File: src/rtl/kf_crtc_timing_core_if.sv
// Register-file bus between the host decoder and the CRTC timing core.
interface kf_crtc_timing_core_if;
  logic        reg_write;
  logic [3:0]  reg_addr;
  logic [15:0] reg_wdata;
  logic [15:0] reg_rdata;

  modport master (output reg_write, reg_addr, reg_wdata, input reg_rdata);
  modport slave  (input reg_write, reg_addr, reg_wdata, output reg_rdata);
endinterface

File: src/rtl/kf_crtc_timing_core.sv
// CRT timing/address core: HSYNC/VSYNC/DE/RA/MA/CURSOR from a shadowed register file.
// Optional feature: define CURSOR_BLINK_EN for field-counted cursor blink.
module kf_crtc_timing_core #(
  parameter int H_WIDTH  = 8,
  parameter int V_WIDTH  = 7,
  parameter int RA_WIDTH = 5,
  parameter int MA_WIDTH = 14
) (
  input  logic                   clock,
  input  logic                   reset,
  input  logic                   video_clock_enable,
  kf_crtc_timing_core_if.slave   bus,
  output logic                   HSYNC,
  output logic                   VSYNC,
  output logic                   DE,
  output logic [RA_WIDTH-1:0]    RA,
  output logic [MA_WIDTH-1:0]    MA,
  output logic                   CURSOR,
  output logic                   frame_start
);

  typedef struct packed {
    logic [H_WIDTH-1:0]  htot;
    logic [H_WIDTH-1:0]  hdisp;
    logic [H_WIDTH-1:0]  hsp;
    logic [H_WIDTH-1:0]  hsw;
    logic [V_WIDTH-1:0]  vtot;
    logic [RA_WIDTH-1:0] vadj;
    logic [V_WIDTH-1:0]  vdisp;
    logic [V_WIDTH-1:0]  vsp;
    logic [3:0]          vsw;
    logic [RA_WIDTH-1:0] maxs;
    logic [MA_WIDTH-1:0] start;
  } tim_t;

  typedef enum logic {ST_ACTIVE, ST_ADJUST} state_t;

  localparam logic [H_WIDTH-1:0]  H_ONE  = H_WIDTH'(1);
  localparam logic [V_WIDTH-1:0]  V_ONE  = V_WIDTH'(1);
  localparam logic [RA_WIDTH-1:0] RA_ONE = RA_WIDTH'(1);

  tim_t                pend_q, pend_d, act_q;
  logic [MA_WIDTH-1:0] caddr_q, caddr_d;
  logic [RA_WIDTH-1:0] cs_line_q, cs_line_d, ce_line_q, ce_line_d;
  logic [1:0]          cs_mode_q, cs_mode_d;
  logic [2:0]          ctrl_q, ctrl_d;

  state_t              state_q, state_d;
  logic [H_WIDTH-1:0]  hc_q, hc_d;
  logic [V_WIDTH-1:0]  vc_q, vc_d;
  logic [RA_WIDTH-1:0] ra_q, ra_d;
  logic [MA_WIDTH-1:0] rb_q, rb_d;
  logic [3:0]          vsl_q, vsl_d;
  logic                vsln_q, vsln_d;

  logic                hsync_q, vsync_q, de_q, cursor_q, fs_q;
  logic [RA_WIDTH-1:0] ra_out_q;
  logic [MA_WIDTH-1:0] ma_out_q;

  logic                line_end, line_start, vs_start, vs_line, frame_wrap;
  logic                de, hs, cur, fs, blink_on;
  logic [MA_WIDTH-1:0] ma;
  logic [H_WIDTH:0]    hs_end;

  // Register writes: shadowed timing regs land in pend_*, cursor/control act at once.
  always_comb begin
    pend_d    = pend_q;
    caddr_d   = caddr_q;
    cs_line_d = cs_line_q;
    cs_mode_d = cs_mode_q;
    ce_line_d = ce_line_q;
    ctrl_d    = ctrl_q;
    if (bus.reg_write) begin
      case (bus.reg_addr)
        4'd0:  pend_d.htot  = H_WIDTH'(bus.reg_wdata);
        4'd1:  pend_d.hdisp = H_WIDTH'(bus.reg_wdata);
        4'd2:  pend_d.hsp   = H_WIDTH'(bus.reg_wdata);
        4'd3:  pend_d.hsw   = H_WIDTH'(bus.reg_wdata);
        4'd4:  pend_d.vtot  = V_WIDTH'(bus.reg_wdata);
        4'd5:  pend_d.vadj  = RA_WIDTH'(bus.reg_wdata);
        4'd6:  pend_d.vdisp = V_WIDTH'(bus.reg_wdata);
        4'd7:  pend_d.vsp   = V_WIDTH'(bus.reg_wdata);
        4'd8:  pend_d.vsw   = 4'(bus.reg_wdata);
        4'd9:  pend_d.maxs  = RA_WIDTH'(bus.reg_wdata);
        4'd10: pend_d.start = MA_WIDTH'(bus.reg_wdata);
        4'd11: caddr_d      = MA_WIDTH'(bus.reg_wdata);
        4'd12: begin
          cs_line_d = RA_WIDTH'(bus.reg_wdata);
          cs_mode_d = bus.reg_wdata[6:5];
        end
        4'd13: ce_line_d    = RA_WIDTH'(bus.reg_wdata);
        4'd14: ctrl_d       = 3'(bus.reg_wdata);
        default: ;
      endcase
    end
  end

  always_comb begin
    bus.reg_rdata = '0;
    case (bus.reg_addr)
      4'd0:  bus.reg_rdata = 16'(pend_q.htot);
      4'd1:  bus.reg_rdata = 16'(pend_q.hdisp);
      4'd2:  bus.reg_rdata = 16'(pend_q.hsp);
      4'd3:  bus.reg_rdata = 16'(pend_q.hsw);
      4'd4:  bus.reg_rdata = 16'(pend_q.vtot);
      4'd5:  bus.reg_rdata = 16'(pend_q.vadj);
      4'd6:  bus.reg_rdata = 16'(pend_q.vdisp);
      4'd7:  bus.reg_rdata = 16'(pend_q.vsp);
      4'd8:  bus.reg_rdata = 16'(pend_q.vsw);
      4'd9:  bus.reg_rdata = 16'(pend_q.maxs);
      4'd10: bus.reg_rdata = 16'(pend_q.start);
      4'd11: bus.reg_rdata = 16'(caddr_q);
      4'd12: bus.reg_rdata = 16'({cs_mode_q, 5'(cs_line_q)});
      4'd13: bus.reg_rdata = 16'(ce_line_q);
      4'd14: bus.reg_rdata = 16'(ctrl_q);
      default: ;
    endcase
  end

  // VSYNC is decided at hc==0 and held for the line; a new start restarts the count.
  assign line_end   = (hc_q >= act_q.htot);
  assign line_start = (hc_q == '0);
  assign vs_start   = line_start && (state_q == ST_ACTIVE) && (vc_q == act_q.vsp) && (ra_q == '0);
  assign vs_line    = vs_start || (line_start ? (vsl_q != '0) : vsln_q);

  always_comb begin
    state_d    = state_q;
    hc_d       = hc_q;
    vc_d       = vc_q;
    ra_d       = ra_q;
    rb_d       = rb_q;
    vsl_d      = vsl_q;
    vsln_d     = vsln_q;
    frame_wrap = 1'b0;
    if (line_start) begin
      vsln_d = vs_line;
      if (vs_start)            vsl_d = act_q.vsw - 4'd1;  // width 0 wraps to 15 more = 16 lines
      else if (vsl_q != '0)    vsl_d = vsl_q - 4'd1;
    end
    if (!line_end) begin
      hc_d = hc_q + H_ONE;
    end else begin
      hc_d = '0;
      case (state_q)
        ST_ACTIVE: begin
          if (ra_q == act_q.maxs) begin
            ra_d = '0;
            if (vc_q == act_q.vtot) begin
              if (act_q.vadj != '0) state_d = ST_ADJUST;
              else                  frame_wrap = 1'b1;
            end else begin
              vc_d = vc_q + V_ONE;
              rb_d = rb_q + MA_WIDTH'(act_q.hdisp);
            end
          end else begin
            ra_d = ra_q + RA_ONE;
          end
        end
        default: begin
          if (ra_q == act_q.vadj - RA_ONE) frame_wrap = 1'b1;
          else                             ra_d = ra_q + RA_ONE;
        end
      endcase
    end
    if (frame_wrap) begin
      state_d = ST_ACTIVE;
      vc_d    = '0;
      ra_d    = '0;
      rb_d    = pend_d.start;
    end
  end

`ifdef CURSOR_BLINK_EN
  logic [4:0] fld_q;
  logic       slow_q;

  always_ff @(posedge clock or posedge reset) begin
    if (reset) begin
      fld_q  <= '0;
      slow_q <= 1'b0;
    end else if (video_clock_enable && frame_wrap) begin
      fld_q  <= fld_q + 5'd1;
      slow_q <= slow_q ^ (fld_q == 5'd31);
    end
  end

  always_comb begin
    case (cs_mode_q)
      2'b00:   blink_on = 1'b1;
      2'b01:   blink_on = 1'b0;
      2'b10:   blink_on = ~fld_q[4];
      default: blink_on = ~slow_q;
    endcase
  end
`else
  assign blink_on = 1'b1;
`endif

  assign ma     = rb_q + MA_WIDTH'(hc_q);
  assign de     = (hc_q < act_q.hdisp) && (vc_q < act_q.vdisp) && (state_q == ST_ACTIVE);
  assign hs_end = {1'b0, act_q.hsp} + {1'b0, act_q.hsw};
  assign hs     = (hc_q >= act_q.hsp) && ({1'b0, hc_q} < hs_end);
  assign cur    = ctrl_q[2] && de && (ma == caddr_q) && (cs_line_q <= ra_q) &&
                  (ra_q <= ce_line_q) && blink_on;
  assign fs     = line_start && (vc_q == '0) && (ra_q == '0) && (state_q == ST_ACTIVE);

  always_ff @(posedge clock or posedge reset) begin
    if (reset) begin
      pend_q    <= '0;
      act_q     <= '0;
      caddr_q   <= '0;
      cs_line_q <= '0;
      cs_mode_q <= '0;
      ce_line_q <= '0;
      ctrl_q    <= '0;
      state_q   <= ST_ACTIVE;
      hc_q      <= '0;
      vc_q      <= '0;
      ra_q      <= '0;
      rb_q      <= '0;
      vsl_q     <= '0;
      vsln_q    <= 1'b0;
      hsync_q   <= 1'b0;
      vsync_q   <= 1'b0;
      de_q      <= 1'b0;
      cursor_q  <= 1'b0;
      fs_q      <= 1'b0;
      ra_out_q  <= '0;
      ma_out_q  <= '0;
    end else begin
      pend_q    <= pend_d;
      caddr_q   <= caddr_d;
      cs_line_q <= cs_line_d;
      cs_mode_q <= cs_mode_d;
      ce_line_q <= ce_line_d;
      ctrl_q    <= ctrl_d;
      if (video_clock_enable) begin
        state_q  <= state_d;
        hc_q     <= hc_d;
        vc_q     <= vc_d;
        ra_q     <= ra_d;
        rb_q     <= rb_d;
        vsl_q    <= vsl_d;
        vsln_q   <= vsln_d;
        if (frame_wrap) act_q <= pend_d;
        hsync_q  <= hs ^ ctrl_q[0];
        vsync_q  <= vs_line ^ ctrl_q[1];
        de_q     <= de;
        cursor_q <= cur;
        fs_q     <= fs;
        ra_out_q <= ra_q;
        ma_out_q <= ma;
      end
    end
  end

  assign HSYNC       = hsync_q;
  assign VSYNC       = vsync_q;
  assign DE          = de_q;
  assign CURSOR      = cursor_q;
  assign frame_start = fs_q;
  assign RA          = ra_out_q;
  assign MA          = ma_out_q;

endmodule
File: src/flat_wrapper.sv
// flat-port wrapper written by rule: the top's interface ports become plain ports
module kf_crtc_timing_core_flat 
#(
  parameter int H_WIDTH  = 8,
  parameter int V_WIDTH  = 7,
  parameter int RA_WIDTH = 5,
  parameter int MA_WIDTH = 14
)
  (clock, reset, video_clock_enable, HSYNC, VSYNC, DE, RA, MA, CURSOR, frame_start, bus_reg_write, bus_reg_addr, bus_reg_wdata, bus_reg_rdata);
  kf_crtc_timing_core_if bus_i ();
  input  logic clock;
  input  logic reset;
  input  logic video_clock_enable;
  output logic HSYNC;
  output logic VSYNC;
  output logic DE;
  output logic [RA_WIDTH-1:0] RA;
  output logic [MA_WIDTH-1:0] MA;
  output logic CURSOR;
  output logic frame_start;
  input wire logic [$bits(bus_i.reg_write)-1:0] bus_reg_write;
  input wire logic [$bits(bus_i.reg_addr)-1:0] bus_reg_addr;
  input wire logic [$bits(bus_i.reg_wdata)-1:0] bus_reg_wdata;
  output wire logic [$bits(bus_i.reg_rdata)-1:0] bus_reg_rdata;
  assign bus_i.reg_write = bus_reg_write;
  assign bus_i.reg_addr = bus_reg_addr;
  assign bus_i.reg_wdata = bus_reg_wdata;
  assign bus_reg_rdata = bus_i.reg_rdata;
  kf_crtc_timing_core #(.H_WIDTH(H_WIDTH), .V_WIDTH(V_WIDTH), .RA_WIDTH(RA_WIDTH), .MA_WIDTH(MA_WIDTH)) u_core (.clock(clock), .reset(reset), .video_clock_enable(video_clock_enable), .bus(bus_i), .HSYNC(HSYNC), .VSYNC(VSYNC), .DE(DE), .RA(RA), .MA(MA), .CURSOR(CURSOR), .frame_start(frame_start));
endmodule
File: config.mk
export PLATFORM = sky130hd
export DESIGN_NAME = kf_crtc_timing_core_flat
export DESIGN_NICKNAME = d
export VERILOG_FILES = /design/src/rtl/kf_crtc_timing_core_if.sv /design/src/rtl/kf_crtc_timing_core.sv /design/src/flat_wrapper.sv
export SDC_FILE = /design/constraint.sdc
export NUM_CORES = 1
export LEC_CHECK = 0
export CAP_MARGIN = 20
export CELL_PAD_IN_SITES_DETAIL_PLACEMENT = 2
export CELL_PAD_IN_SITES_GLOBAL_PLACEMENT = 2
export CORE_ASPECT_RATIO = 1.75
export CORE_MARGIN = 2
export CORE_UTILIZATION = 41
export DETAILED_ROUTE_END_ITERATION = 7
export GPL_ROUTABILITY_DRIVEN = 0
export PLACE_DENSITY = 0.83
export SLEW_MARGIN = 20
export SYNTH_ARGS = -nofsm -noshare
export SYNTH_HDL_FRONTEND = slang
export SYNTH_SLANG_ARGS = --single-unit
File: constraint.sdc
create_clock -name clock -period 9.8 [get_ports clock]
set_clock_uncertainty 0.1 [all_clocks]
set_input_delay 0.98 -clock clock [delete_from_list [all_inputs] [get_ports clock]]
set_output_delay 0.98 -clock clock [all_outputs]
set_load 0.02 [all_outputs]
; After elaboration in Yosys (flattened, before gate mapping)
; Index checks and enable logic that the tools add are counted.
[word_totals]
mem_bits_rw = 0
latchBits = 0
inputBits = 24
n_memories = 0
reg_bits = 241
romBits = 0
word_cells = 158
output_inout_bits = 40
[classes]
n_shift = 0
n_bitwise = 3
magnitude_cmp = 7
div = 0
reduce_logical = 33
n_eq_ne = 22
muxes = 44
multipliers = 0
n_addsub = 9
[ops]
columns = cell, count
row1 = $pmux 14 s15, 1
row2 = $mux 14, 6
row3 = $mux 81, 1
row4 = $mux 7, 8
row5 = $mux 8, 5
row6 = $mux 5, 7
row7 = $add 14x8->14, 2
row8 = $eq 4x4->1 const B, 7
row9 = $eq 4x3->1 const B, 4
row10 = $ge 8x8->1, 2
row11 = $eq 14x14->1, 1
row12 = $eq 7x7->1, 2
row13 = $reduce_and 2->1, 7
row14 = $logic_and 1x1->1, 13
row15 = $mux 1, 13
row16 = $mux 4, 3
row17 = $eq 5x5->1, 2
row18 = $le 5x5->1, 2
row19 = $add 8x8->9, 1
row20 = $lt 8x9->1, 1
row21 = $add 8x1->8 const B, 1
row22 = $eq 4x2->1 const B, 2
row23 = $logic_not 8->1, 1
row24 = $lt 8x8->1, 1
row25 = other kinds (20), 25

; Depth between registers and ports, before layout
; Gate-level depths: netlist of run 1.
[logic_depth]
word_depth = 8
depth_mapped = 14
mapped_depth_nobuf = 14

; Worst setup path after synthesis of run 1
; OpenSTA, ideal clock, no wires.
[synth_path]
path_type = input port to output port
startpoint = input bus_reg_addr[1]
endpoint = output bus_reg_rdata[0]
n_path_buf = 3
path_stages = 6
required_time_ps = 8720
slack_ps = 6109
t_arrival_ps = 2611
cell_sequence = clkbuf_1 clkbuf_1 clkbuf_1 a21boi_0 a221oi_1 o21ai_0
[synth_between]
elab_chain_len = 2
word_cells_on_any_way = 16
cone_classes = 14 x eq/ne / 1 x mux / 1 x reduce/logical
[synth_lines]
columns = item, line_no
row1 = start: declaration, flat_wrapper.sv:22  ; input wire logic [$bits(bus_i.reg_addr)-1:0] bus_reg_addr;
row2 = $eq 4x4->1 (tied with other cells), kf_crtc_timing_core.sv:100  ; case (bus.reg_addr)
row3 = $pmux 14 s15 *, kf_crtc_timing_core.sv:100
row4 = end: declaration, flat_wrapper.sv:24  ; output wire logic [$bits(bus_i.reg_rdata)-1:0] bus_reg_rdata;
; Every way passes the cells marked *; elsewhere a longest branch is shown, timed or not.

; Worst setup path in the final report of run 1
[layout_path]
startpoint = input bus_reg_addr[0]
endpoint = output bus_reg_rdata[2]
; The elaborated chain is that of the path after synthesis.

==> insert_results.sql, run 1 <==
INSERT INTO impl_metrics (metric_group, metric, value, unit) VALUES
('synth', 'yosys_warnings', '0', ''),
('synth', 'postSynthAreaPerCell', '10.5', 'um2'),
('clocking', 'htree_levels', '1', ''),
('clocking', 'clock_insertion_delay_worst_skew', '540', 'ps'),
('power', 'powerDensity', '200', 'nW/um2'),
('clocking', 'hold_buffers', '0', ''),
('timing', 'fmax', '182', 'MHz'),
('clocking', 'clockBufferDepth', '3', ''),
('placed_design', 'detailed_place_hpwl', '36100', 'um'),
('clocking', 'post-cts-setup-buffers', '0', ''),
('status', 'outcome', 'completed', ''),
('floorplan', 'rows', '89', ''),
('critical_path', 'required', '8720', 'ps'),
('synth', 'ys_seq_area_frac', '0.436', ''),
('synth', 'yosys_register_bits', '241', ''),
('clocking', 'cts.clk_slew.worst_paths', '60', 'ps'),
('synth', 'synth_enable_flop_cells', '0', ''),
('timing', 'fin_crit', '5500', 'ps'),
('clocking', 'cts_repair_resize_count', '0', ''),
('global_route', 'global_route_wire_length_before_repair', '76000', 'um'),
('synth', 'share_of_flip_flops_with_an_asynchronous_set_or_reset_after_synthesis', '1.00', ''),
('global_route', 'grt_start_max_net_pins', '111', ''),
('critical_path', 'worst-endpoint-arrival', '4420', 'ps'),
('timing', 'timing.final.max_slew_violations', '0', ''),
('floorplan', 'die_width', '143', 'um'),
('floorplan', 'die-area', '35300', 'um2'),
('route', 'drtPass1Iterations', '5', ''),
('floorplan', 'floorplan.initialDensity', '0.413', ''),
('critical_path', 'slowest_stage', 'nor2_1', ''),
('final_layout', 'insertedDiodeCount', '0', ''),
('timing', 'relSlewSlack', '0.195', ''),
('power', 'total_chip_power', '3.12', 'mW'),
('flow_run', 'drv_cap', '0', ''),
('placed_design', 'port_buffers', '59', ''),
('critical_path', 'timing.critical_path.to_type', 'primary output', ''),
('worst_hold_path', 'worstHoldPathType', 'reg2reg', ''),
('clocking', 'numCtsBuffers', '25', ''),
('final_layout', 'commonest_cells_after_routing_fill_and_taps_aside', 'dfrtp_1 (241), mux2_2 (125), nor2_1 (92), ha_1 (78), a21oi_1 (77)', ''),
('synth', 'synthesis.area', '13800', 'um2'),
('final_layout', 'area_delta_synth_final', '12.7', '%'),
('timing', 'fin_tns_setup', '0', 'ps'),
('final_layout', 'layout.core_utilization', '0.465', ''),
('placed_design', 'placedCellCount', '1768', ''),
('global_route', 'antenna_found_initial', '0', ''),
('critical_path', 'timing.setup.critical_path_class', 'in2out', ''),
('timing', 'worst_slew_pin_slew', '1200', 'ps'),
('floorplan', 'die-height', '247', 'um'),
('critical_path', 'timing.critical_path.slowest_cell_delay', '920', 'ps'),
('final_layout', 'mostFrequentLayoutCell', 'dfrtp_1', ''),
('route', 'dr.first_iter.drc_count', '585', ''),
('floorplan', 'design.core.area', '33500', 'um2'),
('global_route', 'grt-ovfl-total', '0', ''),
('route', 'drt_drc_violations_left', '0', ''),
('synth', 'postSynth.topFlopCell', 'dfrtp_1', ''),
('critical_path', 'cp_cell_sequence', 'clkdlybuf4s50_1 > buf_4 > nand2_1 > nor2_1 > a32oi_1 > o21ai_0 > a221oi_1 > o21ai_0 > clkdlybuf4s50_1', ''),
('global_route', 'grt_util_all_layers', '0.288', ''),
('timing', 'hold_violations', '0', ''),
('power', 'total_leakage_power', '6.97', 'nW'),
('route', 'drt_wl_total', '50300', 'um'),
('clocking', 'cts_root_buffer', 'clkbuf_16', ''),
('critical_path', 'crit_fanout', '30', ''),
('final_layout', 'fin_cells', '1812', ''),
('timing', 'unrepaired_setup_endpoints_after_global_routing', 'false', ''),
('synth', 'synth.lib_cells_used.distinct', '76', ''),
('global_route', 'grt_pass1_vias', '12300', ''),
('route', 'post_drt_wl_per_cell', '27.8', 'um'),
('power', 'max-vdd-ir-drop', '0.000143', 'V'),
('route', 'detail_route.vias_per_cell', '5.99', ''),
('clocking', 'tritoncts_clock_tree', 'done', ''),
('timing', 'final_cycle_share', '0.561', ''),
('clocking', 'cts_sinks', '241', ''),
('floorplan', 'ioPinCount', '64', ''),
('final_layout', 'final_nets', '1448', ''),
('critical_path', 'crit_path_start_kind', 'primary input', ''),
('route', 'dr_total_vias', '10900', ''),
('timing', 'setup_violations', '0', ''),
('route', 'antenna_left', '0', ''),
('synth', 'synthesis.instances', '1313', ''),
('timing', 'hold_ws', '393', 'ps'),
('final_layout', 'final_layout_size_suffix_gt1_frac', '0.142', '');
[flip-flops by register name, indices dropped and copies added, names as in the netlist, 5 cells and up]
name and count:
u_core.ra_q 5, u_core.act_q 67, u_core.MA 14, u_core.RA 5, u_core.caddr_q 14, u_core.ce_line_q 5
u_core.hc_q 8, u_core.vc_q 7, u_core.rb_q 14, u_core.pend_q 81, u_core.cs_line_q 5
[power by group]
| group | switching [mW] | total (mW) | internal, mW |
|---|---|---|---|
| logic | 0.435 | 0.782 | 0.347 |
| clock network | 0.419 | 0.983 | 0.564 |
| registers | 0.209 | 1.36 | 1.15 |
[area by class of cell]
class                           instances  area [um2]
Clock buffer                           34         719
Clock inverter                          7        92.6
Fill cell                            3396       17900
Inverter                               68         263
Multi-Input combinational cell        935        7220
Sequential cell                       241        6030
Tap cell                              455         569
Timing Repair Buffer                   72         698
[worst max-delay path, delay by kind of cell]
family	cells	cell delay, ps
AOI/OAI and AO/OA	4	690
buffers and inverters	3	1560
and+or+nand+nor	2	1170
[synthesized netlist by cell type (all sizes together), types with 7 or more instances]
master	n	area share
xnor2	51	0.033
buf	26	0.013
nor2b	11	0.0050
nand2b	14	0.0063
ha	78	0.071
mux2	171	0.14
xor2	14	0.0089
nor3	26	0.0098
nand3	45	0.016
o31ai	9	0.0049
mux2i	20	0.014
a221oi	7	0.0044
o22ai	9	0.0041
nor3b	7	0.0038
nand2	68	0.018
nor4	15	0.0068
dfrtp	241	0.44
nand4	11	0.0050
clkbuf	44	0.012
a31oi	9	0.0041
nor2	92	0.025
a21o	15	0.0081
inv	66	0.018
a21oi	77	0.028
o21ai	60	0.022
a22o	10	0.0063
[logic make-up after synthesis]
| group | Yosys count | share of synthesized area |
|---|---|---|
| other | 1 | 0.000271 |
| adder cells (fa/ha/maj) | 81 | 0.0749 |
| XOR/XNOR | 66 | 0.0433 |
| buffers and inverters | 138 | 0.0434 |
| flip-flops | 241 | 0.436 |
| AO/OA/AOI/OAI | 266 | 0.126 |
| AND/OR/NAND/NOR | 324 | 0.115 |
| multiplexers | 196 | 0.162 |
[metrics by stage]
step                      area, um2  setup WS [ps]
after CTS                     15600           4440
after global routing          15600           4220
after detailed placement      14700           4540
after global placement        14700           4570
final                         15600           4300
after floorplan               13800           2100
[layer usage]
| layer | part of all wire | vias up | GRT usage |
|---|---|---|---|
| li1 | - | 4784 | - |
| met1 | 0.37 | 5643 | 0.312 |
| met2 | 0.54 | 280 | 0.528 |
| met3 | 0.034 | 147 | 0.0381 |
| met4 | 0.060 | 0 | 0.169 |
| met5 | 0 | - | 0 |
[worst paths after layout]
check	from	endpoint	slack, ps	depth (start not counted)
max in group asynchronous	reset	u_core.caddr_q[8]	7370	4
max reg2reg	u_core.hc_q[1]	u_core.vsl_q[2]	5640	10
max	bus_reg_addr[0]	bus_reg_rdata[2]	4300	9
min reg2reg	u_core.MA[7]	u_core.MA[7]	390	2
min	u_core.MA[7]	u_core.MA[7]	390	2
min in group asynchronous	reset	u_core.vsl_q[0]	860	2
(Power assumes the default switching activity.)
==> run 2, diff against run 1 <==
--- a/config.mk
+++ b/config.mk
@@ -10,10 +10,10 @@
 export CELL_PAD_IN_SITES_GLOBAL_PLACEMENT = 2
 export CORE_ASPECT_RATIO = 1.75
 export CORE_MARGIN = 2
-export CORE_UTILIZATION = 41
+export CORE_UTILIZATION = 37
 export DETAILED_ROUTE_END_ITERATION = 7
 export GPL_ROUTABILITY_DRIVEN = 0
-export PLACE_DENSITY = 0.83
+export PLACE_DENSITY = 0.79
 export SLEW_MARGIN = 20
 export SYNTH_ARGS = -nofsm -noshare
 export SYNTH_HDL_FRONTEND = slang
==> constraint.sdc (replaced) <==
create_clock -name clock -period 5.05 [get_ports clock]
set_clock_uncertainty 0.1 [all_clocks]
set_input_delay 0.505 -clock clock [delete_from_list [all_inputs] [get_ports clock]]
set_output_delay 0.505 -clock clock [all_outputs]
set_load 0.02 [all_outputs]
==> insert_results.sql, run 2 (synthesis results as in run 1) <==
INSERT INTO impl_metrics (metric_group, metric, value, unit) VALUES
('status', 'outcome', 'completed', ''),
('final_layout', 'commonest_cells_after_routing_fill_and_taps_aside', 'dfrtp_1 (241), mux2_2 (125), nor2_1 (92), ha_1 (78), a21oi_1 (77)', ''),
('final_layout', 'insertedDiodeCount', '0', ''),
('global_route', 'grt_util_all_layers', '0.258', ''),
('final_layout', 'mostFrequentLayoutCell', 'dfrtp_1', ''),
('final_layout', 'area_delta_synth_final', '14.2', '%'),
('clocking', 'clock_insertion_delay_worst_skew', '560', 'ps'),
('critical_path', 'worst_path_dominant_cell_family', 'buffers and inverters', ''),
('floorplan', 'rows', '93', ''),
('floorplan', 'die_width', '150', 'um'),
('critical_path', 'required', '4450', 'ps'),
('critical_path', 'timing.critical_path.slowest_cell_delay', '840', 'ps'),
('floorplan', 'die-height', '260', 'um'),
('critical_path', 'timing.setup.critical_path_class', 'in2out', ''),
('global_route', 'antenna_found_initial', '0', ''),
('final_layout', 'largest_reg_flops', '81', ''),
('final_layout', 'top_register', 'u_core.pend_q', ''),
('critical_path', 'rr_startpoint', 'u_core.act_q[57]', ''),
('critical_path', 'rr_worst_depth', '14', ''),
('floorplan', 'design.core.area', '36900', 'um2'),
('timing', 'unrepaired_setup_endpoints_after_global_routing', 'false', ''),
('critical_path', 'r2r-end', 'u_core.HSYNC', ''),
('clocking', 'tritoncts_clock_tree', 'done', ''),
('route', 'dr_total_vias', '10700', ''),
('floorplan', 'ioPinCount', '64', ''),
('final_layout', 'fill_cells', '3799', ''),
('timing', 'fin_tns_setup', '0', 'ps'),
('power', 'total_leakage_power', '7.04', 'nW'),
('clocking', 'clockBufferDepth', '3', ''),
('timing', 'timing.final.max_slew_violations', '0', ''),
('critical_path', 'worst-path-buf-inv', '3', ''),
('route', 'antenna_left', '0', ''),
('timing', 'final_cycle_share', '0.814', ''),
('critical_path', 'crit_path_start_kind', 'primary input', ''),
('final_layout', 'final_layout_size_suffix_gt1_frac', '0.151', ''),
('final_layout', 'area_occupied_by_registers', '6030', 'um2'),
('timing', 'worst_slew_pin_slew', '1090', 'ps'),
('critical_path', 'worst_path_most_repeated_cell', 'clkdlybuf4s50_1', ''),
('floorplan', 'floorplan.initialDensity', '0.375', ''),
('power', 'powerDensity', '393', 'nW/um2'),
('clocking', 'hold_buffers', '0', ''),
('timing', 'relSlewSlack', '0.267', ''),
('placed_design', 'port_buffers', '59', ''),
('clocking', 'post-cts-setup-buffers', '0', ''),
('clocking', 'cts_repair_resize_count', '0', ''),
('timing', 'fmax', '243', 'MHz'),
('timing', 'hold_violations', '0', ''),
('clocking', 'cts.clk_slew.worst_paths', '70', 'ps'),
('final_layout', 'largest_registers', 'u_core.pend_q x81, u_core.act_q x67', ''),
('final_layout', 'layout.cell_area.non_filler', '15800', 'um2'),
('critical_path', 'crit_fanout', '11', ''),
('clocking', 'cts_root_buffer', 'clkbuf_16', ''),
('global_route', 'global_route_wire_length_before_repair', '75500', 'um'),
('global_route', 'grt-ovfl-total', '0', ''),
('power', 'max-vdd-ir-drop', '0.000292', 'V'),
('critical_path', 'worst-endpoint-arrival', '3510', 'ps'),
('floorplan', 'die-area', '39000', 'um2'),
('critical_path', 'timing.critical_path.to_type', 'primary output', ''),
('critical_path', 'cp_cell_sequence', 'clkdlybuf4s50_1 > clkinv_1 > nor2_1 > a22o_1 > a221oi_1 > o21ai_0 > clkdlybuf4s50_1', ''),
('critical_path', 'reg2reg_slack', '1110', 'ps'),
('route', 'dr.first_iter.drc_count', '578', ''),
('placed_design', 'postPlaceCellArea', '14900', 'um2'),
('route', 'post_drt_wl_per_cell', '26.5', 'um'),
('clocking', 'cts_sinks', '241', ''),
('clocking', 'htree_levels', '1', ''),
('final_layout', 'multi_input_area', '7220', 'um2'),
('clocking', 'numCtsBuffers', '25', ''),
('global_route', 'grt_pass1_vias', '12300', ''),
('critical_path', 'slowest_stage', 'clkdlybuf4s50_1', ''),
('flow_run', 'drv_cap', '0', ''),
('route', 'drt_drc_violations_left', '0', ''),
('global_route', 'grt_start_max_net_pins', '113', ''),
('timing', 'setup_violations', '0', ''),
('route', 'drt_wl_total', '48900', 'um'),
('final_layout', 'final_nets', '1457', ''),
('route', 'detail_route.vias_per_cell', '5.83', ''),
('timing', 'fin_crit', '4110', 'ps'),
('placed_design', 'detailed_place_hpwl', '36800', 'um'),
('route', 'drtPass1Iterations', '8', ''),
('worst_hold_path', 'worstHoldPathType', 'in2async', '');
==> run 2: cell type report <==
cell class | instances | area share
clock buffers | 31 | 0.0442
repair buffers | 81 | 0.0499
well taps | 475 | 0.0376
clock inverters | 12 | 0.0128
flip-flops and latches | 241 | 0.382
inverters | 68 | 0.0164
multi-input cells | 935 | 0.457
==> run 2: worst max path at each step <==
| stage | from | to | slack [ps] | depth (start not counted) |
|---|---|---|---|---|
| after floorplan | reset | u_core.CURSOR | 1280 | 1 |
| after global placement | bus_reg_addr[3] | bus_reg_rdata[0] | 1120 | 7 |
| after detailed placement | bus_reg_addr[3] | bus_reg_rdata[0] | 1010 | 7 |
| after CTS | bus_reg_addr[3] | bus_reg_rdata[0] | 980 | 7 |
| after global routing | bus_reg_addr[3] | bus_reg_rdata[0] | 820 | 7 |
| final | bus_reg_addr[3] | bus_reg_rdata[0] | 940 | 7 |
==> run 2: where the power goes <==
part	internal, mW	leakage, nW	switching (mW)
Combinational	0.679	3.58	0.824
Sequential	2.23	3.03	0.393
Clock	1.24	0.430	0.851
Total	4.14	7.04	2.07
==> run 2: metrics by stage <==
step                power [mW]  hold WS, ps  cells  utilization  setup slack [ps]
global placement          4.01          371   1800        0.404              1120
floorplan                 3.44          351   1314            -              1280
CTS                       6.25          395   1843        0.428               978
global route              6.49          414   1843        0.428               816
finish                    6.21          371   1843        0.428               937
detailed placement        4.13          381   1800        0.404              1010
==> run 2: metal layers <==
metal,wire (um),GRT usage,up-vias
met5,0,0,-
met4,3550,0.159,0
met3,1350,0.0254,133
met2,26000,0.473,235
met1,18000,0.281,5559
li1,-,-,4813
==> run 3, diff against run 2 <==
--- a/config.mk
+++ b/config.mk
@@ -10,10 +10,10 @@
 export CELL_PAD_IN_SITES_GLOBAL_PLACEMENT = 2
 export CORE_ASPECT_RATIO = 1.75
 export CORE_MARGIN = 2
-export CORE_UTILIZATION = 37
+export CORE_UTILIZATION = 41
 export DETAILED_ROUTE_END_ITERATION = 7
 export GPL_ROUTABILITY_DRIVEN = 0
-export PLACE_DENSITY = 0.79
+export PLACE_DENSITY = 0.83
 export SLEW_MARGIN = 20
 export SYNTH_ARGS = -nofsm -noshare
 export SYNTH_HDL_FRONTEND = slang
==> constraint.sdc (replaced) <==
create_clock -name clock -period 4 [get_ports clock]
set_clock_uncertainty 0.1 [all_clocks]
set_input_delay 0.4 -clock clock [delete_from_list [all_inputs] [get_ports clock]]
set_output_delay 0.4 -clock clock [all_outputs]
set_load 0.02 [all_outputs]
==> insert_results.sql, run 3 (synthesis results as in run 1) <==
INSERT INTO impl_metrics (metric_group, metric, value, unit) VALUES
('route', 'antenna_left', '0', ''),
('route', 'detail_route.vias_per_cell', '6.19', ''),
('floorplan', 'design.core.area', '33500', 'um2'),
('worst_hold_path', 'startpoint_of_the_worst_hold_path', 'video_clock_enable', ''),
('critical_path', 'rr_startpoint', 'u_core.act_q[49]', ''),
('critical_path', 'reg2reg_slack', '280', 'ps'),
('global_route', 'grt_start_max_net_pins', '90', ''),
('critical_path', 'rr_worst_depth', '14', ''),
('timing', 'timing.final.max_slew_violations', '0', ''),
('floorplan', 'die-height', '247', 'um'),
('floorplan', 'die_width', '143', 'um'),
('floorplan', 'rows', '89', ''),
('global_route', 'antenna_found_initial', '0', ''),
('final_layout', 'area_delta_synth_final', '15.6', '%'),
('critical_path', 'worst-endpoint-arrival', '3250', 'ps'),
('timing', 'relSlewSlack', '0.328', ''),
('clocking', 'htree_levels', '1', ''),
('timing', 'final_cycle_share', '0.938', ''),
('global_route', 'grt-ovfl-total', '0', ''),
('global_route', 'global_route_wire_length_before_repair', '82800', 'um'),
('global_route', 'grt_pass1_vias', '12800', ''),
('clocking', 'cts.clk_slew.worst_paths', '70', 'ps'),
('timing', 'worst_slew_pin_slew', '1000', 'ps'),
('worst_hold_path', 'whs_endpoint', 'u_core.hc_q[1]', ''),
('final_layout', 'final_layout_size_suffix_gt1_frac', '0.168', ''),
('route', 'dr.first_iter.drc_count', '629', ''),
('critical_path', 'timing.setup.critical_path_class', 'in2out', ''),
('route', 'drtPass1Iterations', '6', ''),
('clocking', 'cts_sinks', '241', ''),
('final_layout', 'layout.core_utilization', '0.477', ''),
('critical_path', 'timing.critical_path.to_type', 'primary output', ''),
('route', 'dr_total_vias', '11500', ''),
('placed_design', 'port_buffers', '59', ''),
('worst_hold_path', 'min_delay_path_depth', '2', ''),
('floorplan', 'die-area', '35300', 'um2'),
('route', 'drt_drc_violations_left', '0', ''),
('floorplan', 'ioPinCount', '64', ''),
('power', 'total_leakage_power', '7.21', 'nW'),
('status', 'outcome', 'completed', ''),
('final_layout', 'commonest_cells_after_routing_fill_and_taps_aside', 'dfrtp_1 (241), mux2_2 (125), nor2_1 (92), ha_1 (78), a21oi_1 (76)', ''),
('critical_path', 'r2r-end', 'u_core.HSYNC', ''),
('final_layout', 'insertedDiodeCount', '0', ''),
('timing', 'setup_violations', '0', ''),
('clocking', 'tritoncts_clock_tree', 'done', ''),
('final_layout', 'final_nets', '1489', ''),
('clocking', 'numCtsBuffers', '25', ''),
('timing', 'fmax', '267', 'MHz'),
('timing', 'fin_tns_setup', '0', 'ps'),
('clocking', 'clock_insertion_delay_worst_skew', '550', 'ps'),
('flow_run', 'drv_cap', '0', ''),
('critical_path', 'crit_path_start_kind', 'primary input', ''),
('floorplan', 'floorplan.initialDensity', '0.413', ''),
('timing', 'fin_crit', '3750', 'ps'),
('route', 'post_drt_wl_per_cell', '29.7', 'um'),
('final_layout', 'largest_reg_flops', '81', ''),
('clocking', 'clockBufferDepth', '3', ''),
('placed_design', 'detailed_place_hpwl', '38700', 'um'),
('power', 'powerDensity', '504', 'nW/um2'),
('timing', 'hold_violations', '0', ''),
('worst_hold_path', 'worstHoldPathType', 'in2reg', ''),
('final_layout', 'mostFrequentLayoutCell', 'dfrtp_1', ''),
('timing', 'unrepaired_setup_endpoints_after_global_routing', 'false', ''),
('power', 'max-vdd-ir-drop', '0.000329', 'V'),
('clocking', 'cts_root_buffer', 'clkbuf_16', ''),
('route', 'drt_wl_total', '55100', 'um'),
('critical_path', 'required', '3500', 'ps'),
('final_layout', 'largest_registers', 'u_core.pend_q x81, u_core.act_q x67', ''),
('global_route', 'grt_util_all_layers', '0.316', ''),
('final_layout', 'top_register', 'u_core.pend_q', ''),
('critical_path', 'crit_fanout', '10', '');
[run 3: cell count changes in the layout (fill, tap and decap cells not counted), sizes merged]
| cell | delta |
|---|---|
| clkinvlp | -4 |
| buf | +32 |
| clkbuf | +2 |
| clkinv | +2 |
[run 3: final cells by class]
type	instances	area, um2
Sequential cell	241	6030
Timing Repair Buffer	113	1030
Multi-Input combinational cell	935	7220
Clock buffer	33	706
Fill cell	3426	17500
Clock inverter	10	183
Inverter	68	259
Tap cell	455	569
[run 3: metrics by stage]
stage	std cells	area (um2)	worst slack (ps)	hold slack, ps	total power, mW
finish	1855	16000	249	76.3	8.06
global route	1855	16000	79.3	117	8.34
CTS	1855	16000	131	72.9	8.07
detailed placement	1812	15100	189	367	5.29
global placement	1812	15100	274	365	5.10
floorplan	1314	13800	338	351	4.34
[run 3: worst max-delay path, stage by stage]
cell	delay [ps]
clkdlybuf4s50_1	740
clkinv_1	390
nor2_1	430
a22o_1	220
a221oi_1	100
o21ai_0	300
clkdlybuf4s50_1	670
[run 3: power by group]
group	leakage, nW	switching [mW]	internal, mW
clock network	0.439	1.08	1.56
registers	3.03	0.477	2.82
logic	3.74	1.21	0.913
total	7.21	2.77	5.29
[run 3: how the worst max path moves through the flow]
stage | startpoint | end | slack [ps]
global route | u_core.act_q[49] | u_core.HSYNC | 80
global placement | u_core.act_q[57] | u_core.HSYNC | 270
floorplan | reset | u_core.CURSOR | 340
CTS | u_core.act_q[49] | u_core.HSYNC | 130
detailed placement | u_core.act_q[57] | u_core.HSYNC | 190
finish | bus_reg_addr[3] | bus_reg_rdata[0] | 250
[run 3: what timing repair did]
action / 4_1_cts / 5_1_grt
gates resized for setup: 0 / 2
hold buffers: 0 / 0
endpoints found under the setup margin: 0 / 1
setup buffers: 0 / 0
endpoints found under the hold margin: 0 / 0
[run 3: per-layer routing]
metal | wire, um | part of all wire | global-route usage
met3 | 2010 | 0.037 | 0.0368
met5 | 0 | 0 | 0
met4 | 4300 | 0.078 | 0.208
met2 | 29100 | 0.53 | 0.578
met1 | 19800 | 0.36 | 0.339
